===== src/rtl/shotclock_display_if.sv =====
// Display-side bus of the shot clock: countdown digits and scan strobe in,
// multiplexed active-low seven-segment drive out.
interface shotclock_display_if;
  logic       scan_en;
  logic [3:0] s1;
  logic [3:0] s0;
  logic       zero;
  logic [3:0] an;
  logic [6:0] seg;
  logic       dp;

  modport master (
    output scan_en, s1, s0, zero,
    input  an, seg, dp
  );

  modport slave (
    input  scan_en, s1, s0, zero,
    output an, seg, dp
  );
endinterface


===== src/rtl/shotclock_display.sv =====
// Four-digit multiplexed seven-segment back-end for the shot clock, with
// per-frame input snapshot, leading-zero blanking and expired-clock flashing.
module shotclock_display #(
  parameter int unsigned FLASH_SCANS = 250
) (
  input  logic                clk,
  input  logic                rst_n,
  shotclock_display_if.slave  disp
);

  localparam int unsigned IDX_W  = 2;
  localparam int unsigned FCNT_W = 10;
  localparam int unsigned DIG_W  = 4;
  localparam int unsigned SEG_W  = 7;

  localparam logic [FCNT_W-1:0] FCNT_LAST = FCNT_W'(FLASH_SCANS - 1);
  localparam logic [SEG_W-1:0]  SEG_OFF   = 7'b1111111;
  localparam logic [DIG_W-1:0]  AN_OFF    = 4'b1111;

  typedef enum logic {
    VISIBLE = 1'b0,
    BLANK   = 1'b1
  } flash_e;

  logic [IDX_W-1:0]  idx_q,       idx_d;
  logic [DIG_W-1:0]  snap_s1_q,   snap_s1_d;
  logic [DIG_W-1:0]  snap_s0_q,   snap_s0_d;
  logic              snap_zero_q, snap_zero_d;
  logic [FCNT_W-1:0] fcnt_q,      fcnt_d;
  flash_e            state_q,     state_d;
  logic [DIG_W-1:0]  an_q,        an_d;
  logic [SEG_W-1:0]  seg_q,       seg_d;

  function automatic logic [SEG_W-1:0] decode(input logic [DIG_W-1:0] v);
    logic [SEG_W-1:0] s;
    s = 7'b0111111;
    case (v)
      4'd0: s = 7'b1000000;
      4'd1: s = 7'b1111001;
      4'd2: s = 7'b0100100;
      4'd3: s = 7'b0110000;
      4'd4: s = 7'b0011001;
      4'd5: s = 7'b0010010;
      4'd6: s = 7'b0000010;
      4'd7: s = 7'b1111000;
      4'd8: s = 7'b0000000;
      4'd9: s = 7'b0010000;
      default: s = 7'b0111111;
    endcase
    return s;
  endfunction

  // State register
  always_ff @(posedge clk) begin
    if (!rst_n) begin
      idx_q       <= 2'd3;
      snap_s1_q   <= '0;
      snap_s0_q   <= '0;
      snap_zero_q <= 1'b0;
      fcnt_q      <= '0;
      state_q     <= VISIBLE;
      an_q        <= AN_OFF;
      seg_q       <= SEG_OFF;
    end else begin
      idx_q       <= idx_d;
      snap_s1_q   <= snap_s1_d;
      snap_s0_q   <= snap_s0_d;
      snap_zero_q <= snap_zero_d;
      fcnt_q      <= fcnt_d;
      state_q     <= state_d;
      an_q        <= an_d;
      seg_q       <= seg_d;
    end
  end

  // Next state: slot advance, frame-wrap snapshot, flash timing
  always_comb begin
    idx_d       = idx_q;
    snap_s1_d   = snap_s1_q;
    snap_s0_d   = snap_s0_q;
    snap_zero_d = snap_zero_q;
    fcnt_d      = fcnt_q;
    state_d     = state_q;
    if (disp.scan_en) begin
      idx_d = idx_q + 2'd1;
      if (idx_q == 2'd3) begin
        snap_s1_d   = disp.s1;
        snap_s0_d   = disp.s0;
        snap_zero_d = disp.zero;
      end
      // The strobe that first sees expiry is flash count 0 of a visible phase
      if (!snap_zero_d || !snap_zero_q) begin
        state_d = VISIBLE;
        fcnt_d  = '0;
      end else if (fcnt_q == FCNT_LAST) begin
        fcnt_d  = '0;
        state_d = (state_q == VISIBLE) ? BLANK : VISIBLE;
      end else begin
        fcnt_d = fcnt_q + 10'd1;
      end
    end
  end

  // Output decode for the slot being entered, using post-update state
  always_comb begin
    an_d  = an_q;
    seg_d = seg_q;
    if (disp.scan_en) begin
      an_d  = AN_OFF;
      seg_d = SEG_OFF;
      if (state_d == VISIBLE) begin
        case (idx_d)
          2'd0: begin
            an_d  = 4'b1110;
            seg_d = decode(snap_s0_d);
          end
          2'd1: begin
            if (snap_s1_d != 4'd0 || snap_zero_d) begin
              an_d  = 4'b1101;
              seg_d = decode(snap_s1_d);
            end
          end
          default: ;
        endcase
      end
    end
  end

  assign disp.an  = an_q;
  assign disp.seg = seg_q;
  assign disp.dp  = 1'b1;

endmodule


===== src/flat_wrapper.sv =====
// flat-port wrapper written by rule: the top's interface ports become plain ports
module shotclock_display_flat 
#(
  parameter int unsigned FLASH_SCANS = 250
)
  (clk, rst_n, disp_scan_en, disp_s1, disp_s0, disp_zero, disp_an, disp_seg, disp_dp);
  shotclock_display_if disp_i ();
  input  logic clk;
  input  logic rst_n;
  input wire logic [$bits(disp_i.scan_en)-1:0] disp_scan_en;
  input wire logic [$bits(disp_i.s1)-1:0] disp_s1;
  input wire logic [$bits(disp_i.s0)-1:0] disp_s0;
  input wire logic [$bits(disp_i.zero)-1:0] disp_zero;
  output wire logic [$bits(disp_i.an)-1:0] disp_an;
  output wire logic [$bits(disp_i.seg)-1:0] disp_seg;
  output wire logic [$bits(disp_i.dp)-1:0] disp_dp;
  assign disp_i.scan_en = disp_scan_en;
  assign disp_i.s1 = disp_s1;
  assign disp_i.s0 = disp_s0;
  assign disp_i.zero = disp_zero;
  assign disp_an = disp_i.an;
  assign disp_seg = disp_i.seg;
  assign disp_dp = disp_i.dp;
  shotclock_display #(.FLASH_SCANS(FLASH_SCANS)) u_core (.clk(clk), .rst_n(rst_n), .disp(disp_i));
endmodule

===== config.mk =====
export PLATFORM = sky130hd
export DESIGN_NAME = shotclock_display_flat
export DESIGN_NICKNAME = d
export VERILOG_FILES = /design/src/rtl/shotclock_display_if.sv /design/src/rtl/shotclock_display.sv /design/src/flat_wrapper.sv
export SDC_FILE = /design/constraint.sdc
export NUM_CORES = 1
export LEC_CHECK = 0
export ABC_AREA = 1
export BUFFER_PORTS_ARGS = -buffer_cell sky130_fd_sc_hd__buf_2
export CAP_MARGIN = 20
export CORE_MARGIN = 1
export CORE_UTILIZATION = 40
export DETAILED_ROUTE_END_ITERATION = 10
export GPL_TIMING_DRIVEN = 1
export PLACE_DENSITY = 0.59
export RECOVER_POWER = 50
export SYNTH_ARGS = -nofsm -noshare
export SYNTH_HDL_FRONTEND = slang
export SYNTH_SLANG_ARGS = --single-unit

===== constraint.sdc =====
create_clock -name clk -period 4.7 [get_ports clk]
set_input_delay 0.235 -clock clk [delete_from_list [all_inputs] [get_ports clk]]
set_output_delay 0.235 -clock clk [all_outputs]
set_load 0.01 [all_outputs]

==> summary.txt <==
Run status
  • Status: completed

Layout
  • Multi-input gate area: 0.001096 mm^2
  • Area grow syn2layout: 10.44%
  • Nets: 326
  • Commonest non-fill, non-tap cell in the layout: nand2_1
  • Commonest non-fill, non-tap cells in the layout: 84 x nand2_1, 31 x nand3_1, 31 x dfxtp_1, 30 x nor2_1, 26 x inv_1
  • Diode count: 0
  • Number of fill cells: 482
  • Layout cells sized above 1: 0.08333
  • Register area: 620.6 um^2

Detailed routing
  • Post-DRT Antenna Nets: 0
  • Routed Wire Length: 4111 um
  • Via total after detailed routing: 1727
  • Residual DRC: 0
  • First-pass DRT Iterations: 4
  • Vias/cell: 4.906
  • Drt initial violations: 74
  • Wire length per cell: 11.68 um

Worst setup path
  • RR Startpoint: u_core.idx_q[0]
  • R2R Setup Slk: 1.78 ns
  • Worst endpoint data arrival time: 3.29 ns
  • Crit path kind: primary input to flop
  • CP endpoint kind: flop
  • Max incr delay on CP: 0.74 ns
  • FF-to-FF End: u_core.disp.seg[3]
  • Crit path max fanout: 24
  • CP delay by family, top: simple AND/OR/NAND/NOR gates
  • WP data required: 4.88 ns
  • Setup crit start kind: primary input
  • Buf/Inv on CP: 2
  • Slowest CP cell: o21ai_0
  • Worst path cell trace: clkbuf_1 > nand2_1 > o21ai_0 > inv_1 > ha_1 > nand3b_1 > nand3_1 > nand3_1 > nand2_1 > nand3_1 > nand2_1 > nand2_1
  • Cells on worst reg2reg path: 12
  • Cell mode on critical path: nand2_1

CTS
  • Clk_lat worst skew: 0.28 ns
  • Setup Fix Bufs, Post-CTS: 0
  • Clock Sinks: 31
  • Root Driver: clkbuf_8
  • CTS-repair resized insts: 0
  • Hold-fix buffers at CTS: 0
  • CTS tree: yes
  • Num CTS Buffers: 5
  • CTS max path bufs: 2
  • H-tree depth: 2
  • Clk pin slew, worst setup/hold paths: 0.07 ns

Synth
  • Synth cell types: 30
  • Multiplexer area fraction after synthesis: 0
  • Simple-Gate Fraction of Synth Area: 0.3659
  • Avg Inst Size Synth: 6.790 um^2
  • #FFs+latches synth: 31
  • Adder-Cell Fraction of Synth Area: 0.09908
  • Synth warn: 0
  • Main synth FF type: dfxtp_1
  • Post-synth ARST share: 0
  • Post-synthesis xor/xnor area fraction: 0.03236
  • Largest family of logic cells by synthesized area: simple AND/OR/NAND/NOR gates
  • Synthesized area: 0.001894 mm^2
  • Synthesized instance count: 279
  • Post-synth EDFFs: 0
  • Post-synthesis sequential area ratio: 0.3276
  • Post-synthesis compound-gate area fraction: 0.08917

STA
  • Worst Clk Skew: 0.002686 ns
  • Unrepaired setup endpoints after global routing: false
  • Fmax: 321.2 MHz
  • WHS: 0.2057 ns
  • Tmin final: 3.113 ns
  • Period Utilization, post-route: 0.6624
  • Slew HR: 0.3283
  • Max-slew violation count: 0
  • Count of final hold-check violations: 0
  • Slew @ Worst Pin: 1.007 ns
  • Final setup TNS: 0 ns
  • # setup viols final: 0

Power and ir drop
  • Internal power: 515.4 uW
  • Net switching power: 236.2 uW
  • PD cells: 359.3 mW/mm^2
  • Leak: 0.9741 nW
  • Sequential power share: 0.381
  • Net Sw Frac: 0.3142
  • Maximum vdd ir drop: 125.4 uV
  • Gate power share: 0.254
  • Clock network power share: 0.365

Global routing
  • Vias in the first global route: 1671
  • GRT overflow: 0
  • Largest net degree at the start of global routing: 25
  • First-pass GRT wire length: 7465 um
  • Initial antenna violation count: 0
  • GRT Overall Usage: 0.1898

Min path
  • Min-Delay Path Depth: 2
  • Hold Path Sink: u_core.idx_q[0]
  • Hold crit path type: primary input to flop
  • Hold Startpoint: rst_n

Floorplanning
  • # rows: 24
  • Initial core utilization: 0.4262
  • Die Y: 70.82 um
  • Die X: 70.82 um
  • I/O pin count: 24
  • Core ar.: 0.004444 mm^2
  • Die area: 0.005015 mm^2

Flow run
  • Max cap viols: 0

Placed design
  • DP HPWL: 3096 um
  • Port buffer count: 20
  • RD Place Congestion: 0.8668
==> metal layers <==
layer / share of wire / up-vias / global-route usage / wire [um]
met4: 0.0056 / 0 / 0.06000 / 23
met5: 0 / - / 0 / 0
met1: 0.52 / 772 / 0.2542 / 2133
met2: 0.44 / 30 / 0.3002 / 1799
li1: - / 921 / - / -
met3: 0.038 / 4 / 0.04843 / 155
==> layout make-up <==
class | instances | area share
Clock buffer | 6 | 0.03947
Inverter | 28 | 0.05024
Multi-Input combinational cell | 213 | 0.5239
Sequential cell | 31 | 0.2967
Timing Repair Buffer | 20 | 0.04187
Clock inverter | 2 | 0.01675
Tap cell | 52 | 0.03110
==> cell usage after synthesis (4+ instances only) <==
cell type,number,share of area
nand2_1,81,0.16
a21oi_1,13,0.034
nand2_2,4,0.013
buf_4,5,0.020
nor2_1,30,0.059
nand3_1,31,0.082
inv_1,25,0.050
nor3_1,4,0.011
dfxtp_1,31,0.33
xor2_1,5,0.023
ha_1,15,0.099
==> sequential cells by signal, indices dropped and copies added, names as in the netlist <==
signal              flops
u_core.fcnt_q          10
u_core.disp.seg         7
u_core.snap_s0_q        4
u_core.snap_s1_q        4
u_core.disp.an          2
u_core.idx_q            2
u_core.snap_zero_q      1
u_core.state_q          1
==> worst max path at each step <==
stage	from	end	slack, ns	cells past startpoint
floorplan	u_core.idx_q[0]	u_core.disp.seg[3]	2.66	15
global placement	u_core.idx_q[0]	u_core.disp.seg[0]	2.30	14
detailed placement	u_core.idx_q[0]	u_core.disp.seg[0]	2.29	14
CTS	u_core.idx_q[0]	u_core.disp.seg[0]	2.28	14
global route	disp_scan_en	u_core.disp.seg[3]	1.18	12
finish	disp_scan_en	u_core.disp.seg[3]	1.59	12
==> cells by family after synthesis <==
group / Yosys count
other cells: 1
compound gates: 27
xor+xnor: 7
fa+ha+maj: 15
simple gates: 161
buf+inv: 37
flops: 31
==> power by group through the flow <==
stage	clock network, mW	logic (mW)	registers, mW
detailed placement	0	0.200	0.292
global route	0.298	0.224	0.288
global placement	0	0.201	0.292
finish	0.274	0.191	0.286
CTS	0.284	0.201	0.286
floorplan	0	0.152	0.294
==> through the flow <==
step                worst slack [ns]  instances  area, um^2  power [mW]  utilization
floorplan                      2.659        281        1902      0.4461            -
global placement               2.296        344        2013      0.4928       0.4530
detailed placement             2.290        344        2013      0.4917       0.4530
CTS                            2.281        352        2131      0.7710       0.4794
global route                   1.179        352        2092      0.8099       0.4707
finish                         1.587        352        2092      0.7516       0.4707
==> worst register-to-register path, cell delays in order (launching register included) <==
cell and delay, ns:
dfxtp_1 0.35, ha_1 0.33, nand2_1 0.33, o21ai_0 0.75, inv_1 0.19, ha_1 0.24, nand3b_1 0.17, nand3_1 0.10
nand3_1 0.06, nand2_1 0.06, nand3_1 0.08, nand2_1 0.09, nand2_1 0.06
Note: power is estimated with default switching activity, not from simulation.
